[config.mk]
export PLATFORM = sky130hd
export DESIGN_NAME = alu_issue
export DESIGN_NICKNAME = d
export VERILOG_FILES = /design/src/rtl/alu_issue.sv
export SDC_FILE = /design/constraint.sdc
export NUM_CORES = 1
export LEC_CHECK = 0
export CELL_PAD_IN_SITES_DETAIL_PLACEMENT = 1
export CELL_PAD_IN_SITES_GLOBAL_PLACEMENT = 1
export CORE_UTILIZATION = 37
export CTS_CLUSTER_DIAMETER = 120
export DETAILED_ROUTE_END_ITERATION = 12
export PLACE_DENSITY = 0.89
export SYNTH_ARGS = -nofsm -noshare
export SYNTH_HDL_FRONTEND = slang
export SYNTH_SLANG_ARGS = --single-unit
[constraint.sdc]
create_clock -name clk -period 4.3 [get_ports clk]
set_input_delay 0.645 -clock clk [delete_from_list [all_inputs] [get_ports clk]]
set_output_delay 0.645 -clock clk [all_outputs]
set_load 0.01 [all_outputs]
[src/rtl/alu_issue.sv]
// alu_issue: RV32I ID->EX issue stage; decodes ALU ops and queues them in a 2-entry skid buffer.
module alu_issue #(
  parameter int XLEN  = 32,
  parameter int CTR_W = 4
) (
  input  logic             clk,
  input  logic             rst,
  input  logic             flush,
  input  logic             in_valid,
  output logic             in_ready,
  input  logic [31:0]      instr,
  input  logic [XLEN-1:0]  pc,
  input  logic [XLEN-1:0]  rs1_data,
  input  logic [XLEN-1:0]  rs2_data,
  output logic             out_valid,
  input  logic             out_ready,
  output logic [CTR_W-1:0] ctr,
  output logic [XLEN-1:0]  a,
  output logic [XLEN-1:0]  b,
  output logic [4:0]       rd,
  output logic             illegal
);
  typedef struct packed {
    logic [CTR_W-1:0] ctr;
    logic [XLEN-1:0]  a;
    logic [XLEN-1:0]  b;
    logic [4:0]       rd;
    logic             illegal;
  } op_t;
  op_t d, m, s;
  logic m_v, s_v, acc, drn;
  logic [6:0] opc, f7;
  logic [2:0] f3;
  logic [CTR_W-1:0] alu_f3;
  logic [XLEN-1:0] i_imm, s_imm, u_imm, shamt;
  assign opc   = instr[6:0];
  assign f3    = instr[14:12];
  assign f7    = instr[31:25];
  assign i_imm = {{(XLEN-12){instr[31]}}, instr[31:20]};
  assign s_imm = {{(XLEN-12){instr[31]}}, instr[31:25], instr[11:7]};
  assign u_imm = {instr[31:12], 12'b0};
  assign shamt = {{(XLEN-5){1'b0}}, instr[24:20]};
  always_comb begin
    case (f3)
      3'b000:  alu_f3 = 4'd0;
      3'b001:  alu_f3 = 4'd2;
      3'b010:  alu_f3 = 4'd3;
      3'b011:  alu_f3 = 4'd4;
      3'b100:  alu_f3 = 4'd5;
      3'b101:  alu_f3 = 4'd6;
      3'b110:  alu_f3 = 4'd8;
      default: alu_f3 = 4'd9;
    endcase
  end
  always_comb begin
    d = '0;
    d.rd = instr[11:7];
    case (opc)
      7'b0110011: begin
        d.a = rs1_data;
        d.b = rs2_data;
        d.ctr = f7 == 7'b0100000 ? (f3 == 3'b000 ? 4'd1 : 4'd7) : alu_f3;
        d.illegal = f7 == 7'b0100000 ? (f3 != 3'b000 && f3 != 3'b101) : f7 != 7'b0;
      end
      7'b0010011: begin
        d.a = rs1_data;
        d.b = f3[1:0] == 2'b01 ? shamt : i_imm;
        d.ctr = (f3 == 3'b101 && f7 == 7'b0100000) ? 4'd7 : alu_f3;
        d.illegal = f3 == 3'b001 ? f7 != 7'b0
                  : (f3 == 3'b101 && f7 != 7'b0 && f7 != 7'b0100000);
      end
      7'b0110111: d.b = u_imm;
      7'b0010111: begin
        d.a = pc;
        d.b = u_imm;
      end
      7'b0000011: begin
        d.a = rs1_data;
        d.b = i_imm;
      end
      7'b0100011: begin
        d.a = rs1_data;
        d.b = s_imm;
        d.rd = 5'd0;
      end
      7'b1100011: begin
        d.a = rs1_data;
        d.b = rs2_data;
        d.rd = 5'd0;
        d.ctr = f3[2] ? (f3[1] ? 4'd4 : 4'd3) : 4'd1;
        d.illegal = f3[2:1] == 2'b01;
      end
      default: d.illegal = 1'b1;
    endcase
    if (d.illegal) begin
      d = '0;
      d.illegal = 1'b1;
    end
  end
  assign acc = in_valid & ~s_v;
  assign drn = m_v & out_ready;
  // S only fills while M is stalled, so in_ready is simply the registered ~S.valid.
  always_ff @(posedge clk) begin
    if (rst) begin
      m_v <= 1'b0;
      s_v <= 1'b0;
      m <= '0;
      s <= '0;
    end else if (flush) begin
      m_v <= 1'b0;
      s_v <= 1'b0;
    end else if (drn && s_v) begin
      m <= s;
      s_v <= 1'b0;
    end else if (drn) begin
      m_v <= acc;
      if (acc) m <= d;
    end else if (acc && !m_v) begin
      m <= d;
      m_v <= 1'b1;
    end else if (acc) begin
      s <= d;
      s_v <= 1'b1;
    end
  end
  assign in_ready  = ~s_v;
  assign out_valid = m_v;
  assign ctr       = m.ctr;
  assign a         = m.a;
  assign b         = m.b;
  assign rd        = m.rd;
  assign illegal   = m.illegal;
endmodule

==> impl_metrics.xml, run 1 <==
<?xml version="1.0" encoding="UTF-8"?>
<metrics>
  <group name="run_status">
    <metric name="outcome" unit="">completed</metric>
  </group>
  <group name="worst_setup_path">
    <metric name="setup.worst_path.start_class" unit="">primary input</metric>
    <metric name="crit_arrival" unit="ns">3.62</metric>
    <metric name="regToRegSetupSlack" unit="ns">1.88</metric>
    <metric name="required" unit="ns">4.63</metric>
    <metric name="criticalPathCategory" unit="">in -&gt; reg</metric>
    <metric name="reg2regPathDepth" unit="">7</metric>
    <metric name="timing.critical_path.slowest_cell_delay" unit="ns">0.70</metric>
    <metric name="critical-path-slowest-cell" unit="">sky130_fd_sc_hd__and3_1</metric>
    <metric name="r2r-end" unit="">a[19]$_SDFFE_PP0P_</metric>
    <metric name="worstPathCellList" unit="">clkdlybuf4s50_1 &gt; nor2b_1 &gt; and3_1 &gt; nor2b_2 &gt; buf_4 &gt; a22oi_1 &gt; o31a_1 &gt; nor3_1</metric>
    <metric name="worst_path_buffer_plus_inverter_count" unit="">2</metric>
    <metric name="worst-path-max-fanout" unit="">32</metric>
    <metric name="critical_path.endpoint_type" unit="">flop</metric>
    <metric name="timing.rr.start" unit="">out_valid$_SDFFE_PP0P_</metric>
    <metric name="crit_family" unit="">simple AND/OR/NAND/NOR gates</metric>
  </group>
  <group name="placement">
    <metric name="routabilityCongestion" unit="">0.883</metric>
    <metric name="buffer_ports.inserted" unit="">208</metric>
    <metric name="hpwlAfterDp" unit="um">16100</metric>
  </group>
  <group name="timing">
    <metric name="timing.final.setup_violations" unit="">0</metric>
    <metric name="clock.fmax" unit="MHz">303</metric>
    <metric name="final_min_period_over_clock_period" unit="%">76.6</metric>
    <metric name="worst_clock_skew" unit="ns">0.00804</metric>
    <metric name="minimum_clock_period_after_layout" unit="ns">3.30</metric>
    <metric name="final.hold.worst_slack" unit="ns">0.458</metric>
    <metric name="tightest_slew" unit="ns">1.10</metric>
    <metric name="maxSlewViolCount" unit="">0</metric>
    <metric name="final_hold_viol_count" unit="">0</metric>
    <metric name="tns" unit="ns">0</metric>
    <metric name="rsz_0062_raised_after_global_routing" unit="">no</metric>
    <metric name="timing.max_slew.rel_slack" unit="%">26.5</metric>
  </group>
  <group name="power">
    <metric name="pwr_density_cell" unit="nW/um^2">353</metric>
    <metric name="cellLeakagePower" unit="nW">3.23</metric>
    <metric name="vdd_drop_max" unit="V">0.000284</metric>
  </group>
  <group name="synth">
    <metric name="synth_area" unit="um^2">6750</metric>
    <metric name="ys_seq_elements" unit="">150</metric>
    <metric name="async_reset_ff_share" unit="%">0</metric>
    <metric name="yosys_warnings" unit="">0</metric>
    <metric name="synth_enable_flop_cells" unit="">0</metric>
    <metric name="synth_flop_cell" unit="">sky130_fd_sc_hd__dfxtp_1</metric>
    <metric name="cell_type_contributing_the_most_total_cell_area_after_synthesis" unit="">sky130_fd_sc_hd__dfxtp_1</metric>
    <metric name="syn_avg_cell_area" unit="um^2">8.28</metric>
    <metric name="syn-instance-count" unit="">815</metric>
    <metric name="yosys-top-cells-area" unit="">sky130_fd_sc_hd__dfxtp_1 (45%), sky130_fd_sc_hd__o31a_1 (7.3%), sky130_fd_sc_hd__a21oi_1 (5.6%)</metric>
    <metric name="synth.net_count" unit="">948</metric>
    <metric name="yosys_top_cell_area_share" unit="%">44.5</metric>
    <metric name="synth.lib_cells_used.distinct" unit="">50</metric>
    <metric name="synth-seq-area-share" unit="%">44.5</metric>
  </group>
  <group name="clocking">
    <metric name="cts_tree" unit="">yes</metric>
    <metric name="cts_max_path_buffers" unit="">2</metric>
    <metric name="ctsRootBufferMaster" unit="">sky130_fd_sc_hd__clkbuf_16</metric>
    <metric name="cts_resized" unit="">0</metric>
    <metric name="postCtsSetupBuffers" unit="">0</metric>
    <metric name="ctsHoldBuffers" unit="">0</metric>
    <metric name="insertion_delay" unit="ns">0.43</metric>
    <metric name="h_tree_lvls" unit="">4</metric>
    <metric name="cts_buffers" unit="">17</metric>
    <metric name="clock_sinks" unit="">150</metric>
    <metric name="cts.clk_slew.worst_paths" unit="ns">0.07</metric>
  </group>
  <group name="grt">
    <metric name="number_of_global_route_vias_before_repair" unit="">7191</metric>
    <metric name="grt_util_all_layers" unit="%">26.2</metric>
    <metric name="number_of_antenna_violations_at_the_first_check_in_global_routing" unit="">1</metric>
    <metric name="grt_first_pass_wirelength" unit="um">37900</metric>
    <metric name="pin_count_of_the_biggest_net_entering_global_routing" unit="">79</metric>
    <metric name="global_route.overflow_total" unit="">0</metric>
  </group>
  <group name="layout">
    <metric name="flow.area_growth_from_synthesis" unit="%">41.1</metric>
    <metric name="final_util" unit="%">53.2</metric>
    <metric name="total_area_of_multi_input_combinational_cells" unit="um^2">3430</metric>
    <metric name="drive_gt1_share" unit="%">7.17</metric>
    <metric name="fin_nets" unit="">1110</metric>
    <metric name="sequential_area" unit="um^2">3000</metric>
    <metric name="layout_fillers" unit="">2102</metric>
  </group>
  <group name="floorplanning">
    <metric name="design.portCount" unit="">209</metric>
    <metric name="die_h" unit="um">137</metric>
    <metric name="initial_core_util" unit="%">37.7</metric>
    <metric name="x_dimension_of_the_die" unit="um">137</metric>
    <metric name="die_area" unit="um^2">18800</metric>
    <metric name="floorplan.rows" unit="">49</metric>
    <metric name="core_area" unit="um^2">17900</metric>
  </group>
  <group name="min_path">
    <metric name="hp-class" unit="">reg -&gt; reg</metric>
    <metric name="hold_path_depth" unit="">2</metric>
    <metric name="hold_path_end" unit="">s[63]$_SDFFE_PP0P_</metric>
    <metric name="holdCritStartpoint" unit="">s[63]$_SDFFE_PP0P_</metric>
  </group>
  <group name="drt">
    <metric name="detail_route.wl_per_cell" unit="um">19.9</metric>
    <metric name="number_of_nets_still_failing_antenna_checks_after_routing" unit="">0</metric>
    <metric name="vias" unit="">6989</metric>
    <metric name="count_of_unresolved_drc_violations_after_routing" unit="">0</metric>
    <metric name="detail_route.wirelength" unit="um">24200</metric>
    <metric name="vias_per_std_cell" unit="">5.73</metric>
    <metric name="drt_first_iter_violations" unit="">389</metric>
    <metric name="first_pass_iters" unit="">5</metric>
  </group>
  <group name="run">
    <metric name="maxCapViolCount" unit="">0</metric>
  </group>
</metrics>
sequential cells by signal, indices dropped and copies added, names as in the netlist:
| register | flops |
|---|---|
| s_v | 1 |
| out_valid | 1 |
| illegal | 1 |
| b | 32 |
| rd | 5 |
| a | 32 |
| ctr | 4 |
| s | 74 |
through the flow:
stage                     std cells  total power [mW]  area (um^2)  setup slack (ns)
after detailed placement       1187              1.99         8970             0.650
after global placement         1187              1.98         8970             0.767
after CTS                      1219              3.38         9520             0.995
after global routing           1220              3.48         9520             0.833
after floorplan                 815              1.70         6750              1.60
final                          1220              3.36         9520              1.00
logic make-up after synthesis:
family | Yosys count | synth area share (%)
DFF | 150 | 44.5
buffers and inverters | 87 | 5.01
AOI/OAI and AO/OA | 309 | 31.2
and+or+nand+nor | 266 | 18.9
xor gates and xnor gates | 3 | 0.389
metal layers:
| layer | vias up | global-route usage, % | wire length, um |
|---|---|---|---|
| met5 | - | 0 | 0 |
| met4 | 0 | 11.4 | 799 |
| met3 | 55 | 5.89 | 1130 |
| met2 | 184 | 44.9 | 12000 |
| met1 | 3413 | 31.1 | 10300 |
| li1 | 3337 | - | - |
cell usage in the layout, fill, tap and decap left out, drive strengths merged, types with 3 or more instances in the layout:
master         synthesis  layout
a211oi                 9       9
a21oi                 75      75
a221oi                27      27
a22o                  18      18
a22oi                 37      37
a32oi                  3       3
and3                   5       5
buf                    7      20
clkbuf                77      19
clkdlybuf4s50          0     207
clkinv                 0       6
clkinvlp               0       3
dfxtp                150     150
inv                    3       7
nand2                 67      67
nand2b                 4       4
nand3                  9       9
nor2                  84      84
nor2b                 10      10
nor3                  68      68
o21ai                 69      69
o31a                  56      56
or4                    3       3
worst reg2reg max path, stage by stage, from the launching register on:
cell and delay [ns]:
sky130_fd_sc_hd__dfxtp_1 0.46, sky130_fd_sc_hd__nor2_1 0.07, sky130_fd_sc_hd__a21oi_1 0.19, sky130_fd_sc_hd__or3_2 0.58, sky130_fd_sc_hd__buf_4 0.56, sky130_fd_sc_hd__a21oi_1 0.12
sky130_fd_sc_hd__o31a_1 0.15, sky130_fd_sc_hd__nor3_1 0.20
area by class of cell:
type,count,share of cell area [%]
multi-input cells,578,36.1
clock inverters,13,0.999
repair buffers,227,23.5
flip-flops and latches,150,31.5
well taps,229,3.01
clock buffers,19,4.76
inverters,3,0.118
diodes,1,0.0263
report_power, final:
part,internal [mW],total (mW),switching (mW)
Combinational,0.268,0.502,0.234
Sequential,1.44,1.46,0.0257
Clock,0.773,1.39,0.619
worst max-delay path by stage:
stage / start / endpoint / slack [ns] / cells past startpoint
CTS: instr[4] / a[19]$_SDFFE_PP0P_ / 0.99 / 8
global placement: instr[4] / a[23]$_SDFFE_PP0P_ / 0.77 / 8
global route: instr[4] / a[19]$_SDFFE_PP0P_ / 0.83 / 8
floorplan: instr[25] / ctr[3]$_SDFFE_PP0P_ / 1.60 / 7
finish: instr[4] / a[19]$_SDFFE_PP0P_ / 1.00 / 8
detailed placement: instr[4] / a[19]$_SDFFE_PP0P_ / 0.65 / 8
cell usage after synthesis, types with 3 or more instances:
cell / instances
sky130_fd_sc_hd__nor2b_1: 10
sky130_fd_sc_hd__a22oi_1: 37
sky130_fd_sc_hd__clkbuf_1: 77
sky130_fd_sc_hd__a221oi_1: 27
sky130_fd_sc_hd__nor2_1: 84
sky130_fd_sc_hd__nor3_1: 59
sky130_fd_sc_hd__nand2b_1: 4
sky130_fd_sc_hd__dfxtp_1: 150
sky130_fd_sc_hd__inv_1: 3
sky130_fd_sc_hd__o21ai_0: 69
sky130_fd_sc_hd__nor3_2: 9
sky130_fd_sc_hd__buf_2: 3
sky130_fd_sc_hd__a32oi_1: 3
sky130_fd_sc_hd__o31a_1: 56
sky130_fd_sc_hd__a211oi_1: 8
sky130_fd_sc_hd__a21oi_1: 75
sky130_fd_sc_hd__nand3_1: 8
sky130_fd_sc_hd__and3_1: 5
sky130_fd_sc_hd__nand2_1: 67
sky130_fd_sc_hd__a22o_1: 18
Note: power is estimated with default switching activity, not from simulation.
==> run 2: changes to the inputs <==
--- a/config.mk
+++ b/config.mk
@@ -7,10 +7,10 @@
 export LEC_CHECK = 0
 export CELL_PAD_IN_SITES_DETAIL_PLACEMENT = 1
 export CELL_PAD_IN_SITES_GLOBAL_PLACEMENT = 1
-export CORE_UTILIZATION = 37
+export CORE_UTILIZATION = 31
 export CTS_CLUSTER_DIAMETER = 120
 export DETAILED_ROUTE_END_ITERATION = 12
-export PLACE_DENSITY = 0.89
+export PLACE_DENSITY = 0.8
 export SYNTH_ARGS = -nofsm -noshare
 export SYNTH_HDL_FRONTEND = slang
 export SYNTH_SLANG_ARGS = --single-unit
==> constraint.sdc (replaced) <==
create_clock -name clk -period 2.94 [get_ports clk]
set_input_delay 0.441 -clock clk [delete_from_list [all_inputs] [get_ports clk]]
set_output_delay 0.441 -clock clk [all_outputs]
set_load 0.01 [all_outputs]
==> run 2 against run 1 <==
Clock skew about the same. Clock-buffer cell count up 1. Non-clock buffer count up 29. Sequential power up 47%. Register-to-register slack worse by 1.0 ns.
==> impl_metrics.xml, run 2 (synthesized netlist as in run 1, its figures left out) <==
<?xml version="1.0" encoding="UTF-8"?>
<metrics>
  <group name="drt">
    <metric name="first_pass_iters" unit="">4</metric>
    <metric name="drt_first_iter_violations" unit="">275</metric>
    <metric name="vias_per_std_cell" unit="">5.51</metric>
    <metric name="detail_route.wirelength" unit="um">25200</metric>
    <metric name="vias" unit="">7120</metric>
    <metric name="count_of_unresolved_drc_violations_after_routing" unit="">0</metric>
    <metric name="number_of_nets_still_failing_antenna_checks_after_routing" unit="">0</metric>
    <metric name="detail_route.wl_per_cell" unit="um">19.5</metric>
  </group>
  <group name="worst_setup_path">
    <metric name="criticalPathCategory" unit="">in -&gt; reg</metric>
    <metric name="required" unit="ns">3.26</metric>
    <metric name="startpoint" unit="">instr[25]</metric>
    <metric name="critical_path.endpoint_type" unit="">flop</metric>
    <metric name="setup.worst_path.start_class" unit="">primary input</metric>
    <metric name="timing.rr.start" unit="">out_valid$_SDFFE_PP0P_</metric>
    <metric name="crit_arrival" unit="ns">3.02</metric>
    <metric name="worst-path-max-fanout" unit="">25</metric>
  </group>
  <group name="timing">
    <metric name="clock.fmax" unit="MHz">371</metric>
    <metric name="final_min_period_over_clock_period" unit="%">91.7</metric>
    <metric name="tns" unit="ns">0</metric>
    <metric name="worst_clock_skew" unit="ns">0.00761</metric>
    <metric name="tightest_slew" unit="ns">0.634</metric>
    <metric name="timing.final.setup_violations" unit="">0</metric>
    <metric name="timing.max_slew.rel_slack" unit="%">57.7</metric>
    <metric name="final_hold_viol_count" unit="">0</metric>
    <metric name="layout_setup_ws" unit="ns">0.245</metric>
    <metric name="final.hold.worst_slack" unit="ns">0.457</metric>
    <metric name="minimum_clock_period_after_layout" unit="ns">2.70</metric>
    <metric name="rsz_0062_raised_after_global_routing" unit="">no</metric>
    <metric name="maxSlewViolCount" unit="">0</metric>
  </group>
  <group name="power">
    <metric name="totalPowerFinal" unit="mW">5.11</metric>
    <metric name="vdd_drop_max" unit="V">0.000338</metric>
    <metric name="power_frac_comb" unit="%">14.8</metric>
    <metric name="p_seq_share" unit="%">41.9</metric>
    <metric name="internal-power" unit="mW">3.88</metric>
    <metric name="power_share_of_the_clock_group" unit="%">43.3</metric>
    <metric name="power.net_switching" unit="mW">1.23</metric>
    <metric name="cellLeakagePower" unit="nW">3.43</metric>
    <metric name="net_sw_share" unit="%">24.2</metric>
    <metric name="pwr_density_cell" unit="nW/um^2">514</metric>
  </group>
  <group name="grt">
    <metric name="global_route.overflow_total" unit="">0</metric>
    <metric name="grt_first_pass_wirelength" unit="um">40200</metric>
    <metric name="number_of_global_route_vias_before_repair" unit="">7308</metric>
    <metric name="grt_util_all_layers" unit="%">23.2</metric>
    <metric name="number_of_antenna_violations_at_the_first_check_in_global_routing" unit="">0</metric>
    <metric name="pin_count_of_the_biggest_net_entering_global_routing" unit="">74</metric>
  </group>
  <group name="placement">
    <metric name="hpwlAfterDp" unit="um">17300</metric>
    <metric name="buffer_ports.inserted" unit="">208</metric>
    <metric name="routabilityCongestion" unit="">0.844</metric>
    <metric name="detailedPlace.worstSlack" unit="ns">-0.157</metric>
  </group>
  <group name="floorplanning">
    <metric name="die_area" unit="um^2">22400</metric>
    <metric name="design.portCount" unit="">209</metric>
    <metric name="floorplan.rows" unit="">53</metric>
    <metric name="core_area" unit="um^2">21200</metric>
    <metric name="x_dimension_of_the_die" unit="um">150</metric>
    <metric name="initial_core_util" unit="%">31.9</metric>
    <metric name="die_h" unit="um">150</metric>
  </group>
  <group name="layout">
    <metric name="n_antenna_cell" unit="">0</metric>
    <metric name="layout_fillers" unit="">2467</metric>
    <metric name="most-common-layout-cells" unit="">sky130_fd_sc_hd__clkdlybuf4s50_1 (207), sky130_fd_sc_hd__dfxtp_1 (150), sky130_fd_sc_hd__nor2_1 (83), sky130_fd_sc_hd__a21oi_1 (74), sky130_fd_sc_hd__o21ai_0 (69)</metric>
    <metric name="largest_register_ff_count" unit="">74</metric>
    <metric name="drive_gt1_share" unit="%">9.54</metric>
    <metric name="registers.top_by_ff_count" unit="">s</metric>
    <metric name="fin_nets" unit="">1139</metric>
    <metric name="layout_commonest_cell" unit="">sky130_fd_sc_hd__clkdlybuf4s50_1</metric>
    <metric name="final_util" unit="%">47.0</metric>
    <metric name="flow.area_growth_from_synthesis" unit="%">47.5</metric>
  </group>
  <group name="clocking">
    <metric name="h_tree_lvls" unit="">4</metric>
    <metric name="cts_resized" unit="">0</metric>
    <metric name="cts_tree" unit="">yes</metric>
    <metric name="cts_max_path_buffers" unit="">2</metric>
    <metric name="postCtsSetupBuffers" unit="">0</metric>
    <metric name="ctsRootBufferMaster" unit="">sky130_fd_sc_hd__clkbuf_16</metric>
    <metric name="insertion_delay" unit="ns">0.42</metric>
    <metric name="clock_sinks" unit="">150</metric>
    <metric name="ctsHoldBuffers" unit="">0</metric>
    <metric name="cts_buffers" unit="">17</metric>
    <metric name="cts.clk_slew.worst_paths" unit="ns">0.06</metric>
  </group>
  <group name="min_path">
    <metric name="holdCritStartpoint" unit="">s[44]$_SDFFE_PP0P_</metric>
    <metric name="hp-class" unit="">reg -&gt; reg</metric>
  </group>
  <group name="run">
    <metric name="maxCapViolCount" unit="">0</metric>
  </group>
  <group name="run_status">
    <metric name="outcome" unit="">completed</metric>
  </group>
</metrics>
==> run 2: path summary, 6_finish.rpt <==
check                                     endpoint  depth (start not counted)  slack [ns]
worst min register to register  s[44]$_SDFFE_PP0P_                          2        0.46
worst max-delay path            s[27]$_SDFFE_PP0P_                          8        0.24
worst max register to register  s[27]$_SDFFE_PP0P_                          6        0.85
worst min-delay path            s[44]$_SDFFE_PP0P_                          2        0.46
==> run 2: metrics by stage <==
stage | instance area, um^2 | cells
2_1_floorplan | 6750 | 815
3_3_place_gp | 9360 | 1262
3_5_place_dp | 9360 | 1262
4_1_cts | 9950 | 1292
5_1_grt | 9950 | 1292
6_report | 9950 | 1292
==> run 2: cell type report <==
type	count	area (um^2)	area share, %
multi-input combinational	578	3440	34.6
sequential	150	3000	30.2
timing repair buffer	256	2560	25.8
clock buffer	20	457	4.59
tap	275	344	3.46
clock inverter	10	130	1.31
inverter	3	11.3	0.113
==> run 2: critical path, cell delays in order <==
cell	delay [ns]
sky130_fd_sc_hd__clkdlybuf4s50_1	0.42
sky130_fd_sc_hd__or4_4	0.57
sky130_fd_sc_hd__or4_1	0.49
sky130_fd_sc_hd__nand4b_1	0.17
sky130_fd_sc_hd__buf_4	0.14
sky130_fd_sc_hd__nand4_1	0.23
sky130_fd_sc_hd__buf_4	0.32
sky130_fd_sc_hd__o21ai_0	0.24
==> run 2: power groups by stage <==
| stage | clock network, mW | logic (mW) | registers [mW] |
|---|---|---|---|
| after global placement | 0 | 0.742 | 2.18 |
| final | 2.21 | 0.757 | 2.14 |
| after floorplan | 0 | 0.278 | 2.21 |
| after CTS | 2.26 | 0.765 | 2.14 |
| after global routing | 2.35 | 0.819 | 2.15 |
| after detailed placement | 0 | 0.758 | 2.18 |
==> run 2: routing by layer <==
metal  GRT usage [%]  up-vias  part of all wire (%)
met4            9.90        0                   3.1
li1                -     3386                     -
met5               0        -                     0
met2            38.2      185                    48
met3            5.37       47                   5.5
met1            28.7     3502                    43
==> RTL change, RTL diff (config.mk and constraints of run 2) <==
Reset style: asynchronous (`rst`), changed in one clocked block.
--- a/src/rtl/alu_issue.sv
+++ b/src/rtl/alu_issue.sv
@@ -100,7 +100,7 @@
   assign acc = in_valid & ~s_v;
   assign drn = m_v & out_ready;
   // S only fills while M is stalled, so in_ready is simply the registered ~S.valid.
-  always_ff @(posedge clk) begin
+  always_ff @(posedge clk or posedge rst) begin
     if (rst) begin
       m_v <= 1'b0;
       s_v <= 1'b0;
Check against the original RTL: not equivalent (a bounded check fails within 4 cycles, from zero or initial values and one cycle with rst high; the reset may be asserted at any time).
==> RTL change against run 2 <==
Register-to-register slack improved by 0.14 ns. Sequential cell count is the same. Power grew 10%. Critical path type unchanged. Highest routed layer unchanged. Combinational power rose by 37%. Design area is 6.9% higher. Routed wire length rose by 5.0%. Synthesized area up 11%. Setup slack improved by 0.24 ns.
==> RTL change: results (changes against run 2) <==
status completed; Mapped Cells 847 (+3.9%); clock skew 0.0116 ns (+0.00394 ns); Primary FF master, synth dfrtp_1; Worst Path Arrival 2.78 ns (-0.24 ns); largest net degree at the start of global routing 80 (+8.1%); initial antenna violation count 1 (+1); Worst Tran Pin Value 0.872 ns (+0.238 ns); GP Congestion 0.878 (+4.0%); register-to-register setup slack 0.99 ns (+0.14 ns); syn nets 980 (+3.4%); worst setup path end b[24]; Hold Crit Class in -> async; Reg2Reg Depth 4 (-2); vias in the first global route 7596 (+3.9%); Post-synth top cells 150 x dfrtp_1, 145 x nand2_1, 93 x a21oi_1; placed instance area 10000 um^2 (+7.0%); reg2reg end s[7]; share of cells above drive strength 1 0.0742 (-0.0212); ys async rst share 1.00 (+1.00); Initial DRC Count 423 (+54%); Area contributors post-synth dfrtp_1 50%, nand2_1 7.3%, a21oi_1 6.2%; Total GRT Usage 0.217 (-0.0141); first-pass GRT wire length 41.6 mm (+3.6%); Routed wire per std cell 19.5 um (about the same)
==> RTL change: critical path, stage by stage <==
cell,delay [ns]
clkdlybuf4s50_1,0.58
nand4bb_1,0.31
nor2_1,0.16
and3_1,0.75
o21ai_1,0.26
o211ai_1,0.27
==> RTL change: final cells by class <==
cell class                      count  area, um^2
Antenna cell                        1        2.50
Clock buffer                       17         425
Clock inverter                     15         188
Fill cell                        2716       13000
Inverter                            5        22.5
Multi-Input combinational cell    612        3400
Sequential cell                   150        3750
Tap cell                          319         399
Timing Repair Buffer              239        2440
==> RTL change: routing by layer <==
layer / global-route usage / wire length, um / share of wire
met3: 0.0402 / 1220 / 0.046
met5: 0 / 0 / 0
met2: 0.371 / 13300 / 0.50
met1: 0.281 / 11600 / 0.44
met4: 0.0573 / 411 / 0.016
==> RTL change: worst min path at each step <==
stage	slack, ns	start	end	cells past startpoint
after floorplan	0.44	s[11]	s[11]	2
after global placement	0.45	s[49]	s[49]	2
after detailed placement	0.46	s[53]	s[53]	2
after CTS	0.38	rst	s[45]	2
after global routing	0.39	rst	s[45]	2
final	0.37	rst	s[45]	2
==> RTL change: kinds of logic after synthesis <==
kind of cell	count (synthesis)	synth area share
muxes	1	0.00150
DFF	150	0.501
buffers and inverters	85	0.0496
AOI/OAI and AO/OA	283	0.248
xor gates and xnor gates	3	0.00350
and+or+nand+nor	325	0.197
==> RTL change: report_power, final <==
group	internal, mW	leakage (nW)	total [mW]	switching [mW]
Clock	1.29	0.303	2.29	0.992
Combinational	0.550	2.01	1.04	0.494
Sequential	2.22	1.99	2.31	0.0959
Total	4.06	4.30	5.64	1.58
==> RTL change: per-stage QoR <==
step / power (mW) / std cells / worst slack, ns / hold WS [ns]
global placement: 3.38 / 1325 / 0.142 / 0.451
detailed placement: 3.41 / 1325 / 0.0706 / 0.456
finish: 5.64 / 1358 / 0.485 / 0.373
floorplan: 2.73 / 847 / 0.610 / 0.439
global route: 5.87 / 1358 / 0.342 / 0.389
CTS: 5.70 / 1357 / 0.523 / 0.378
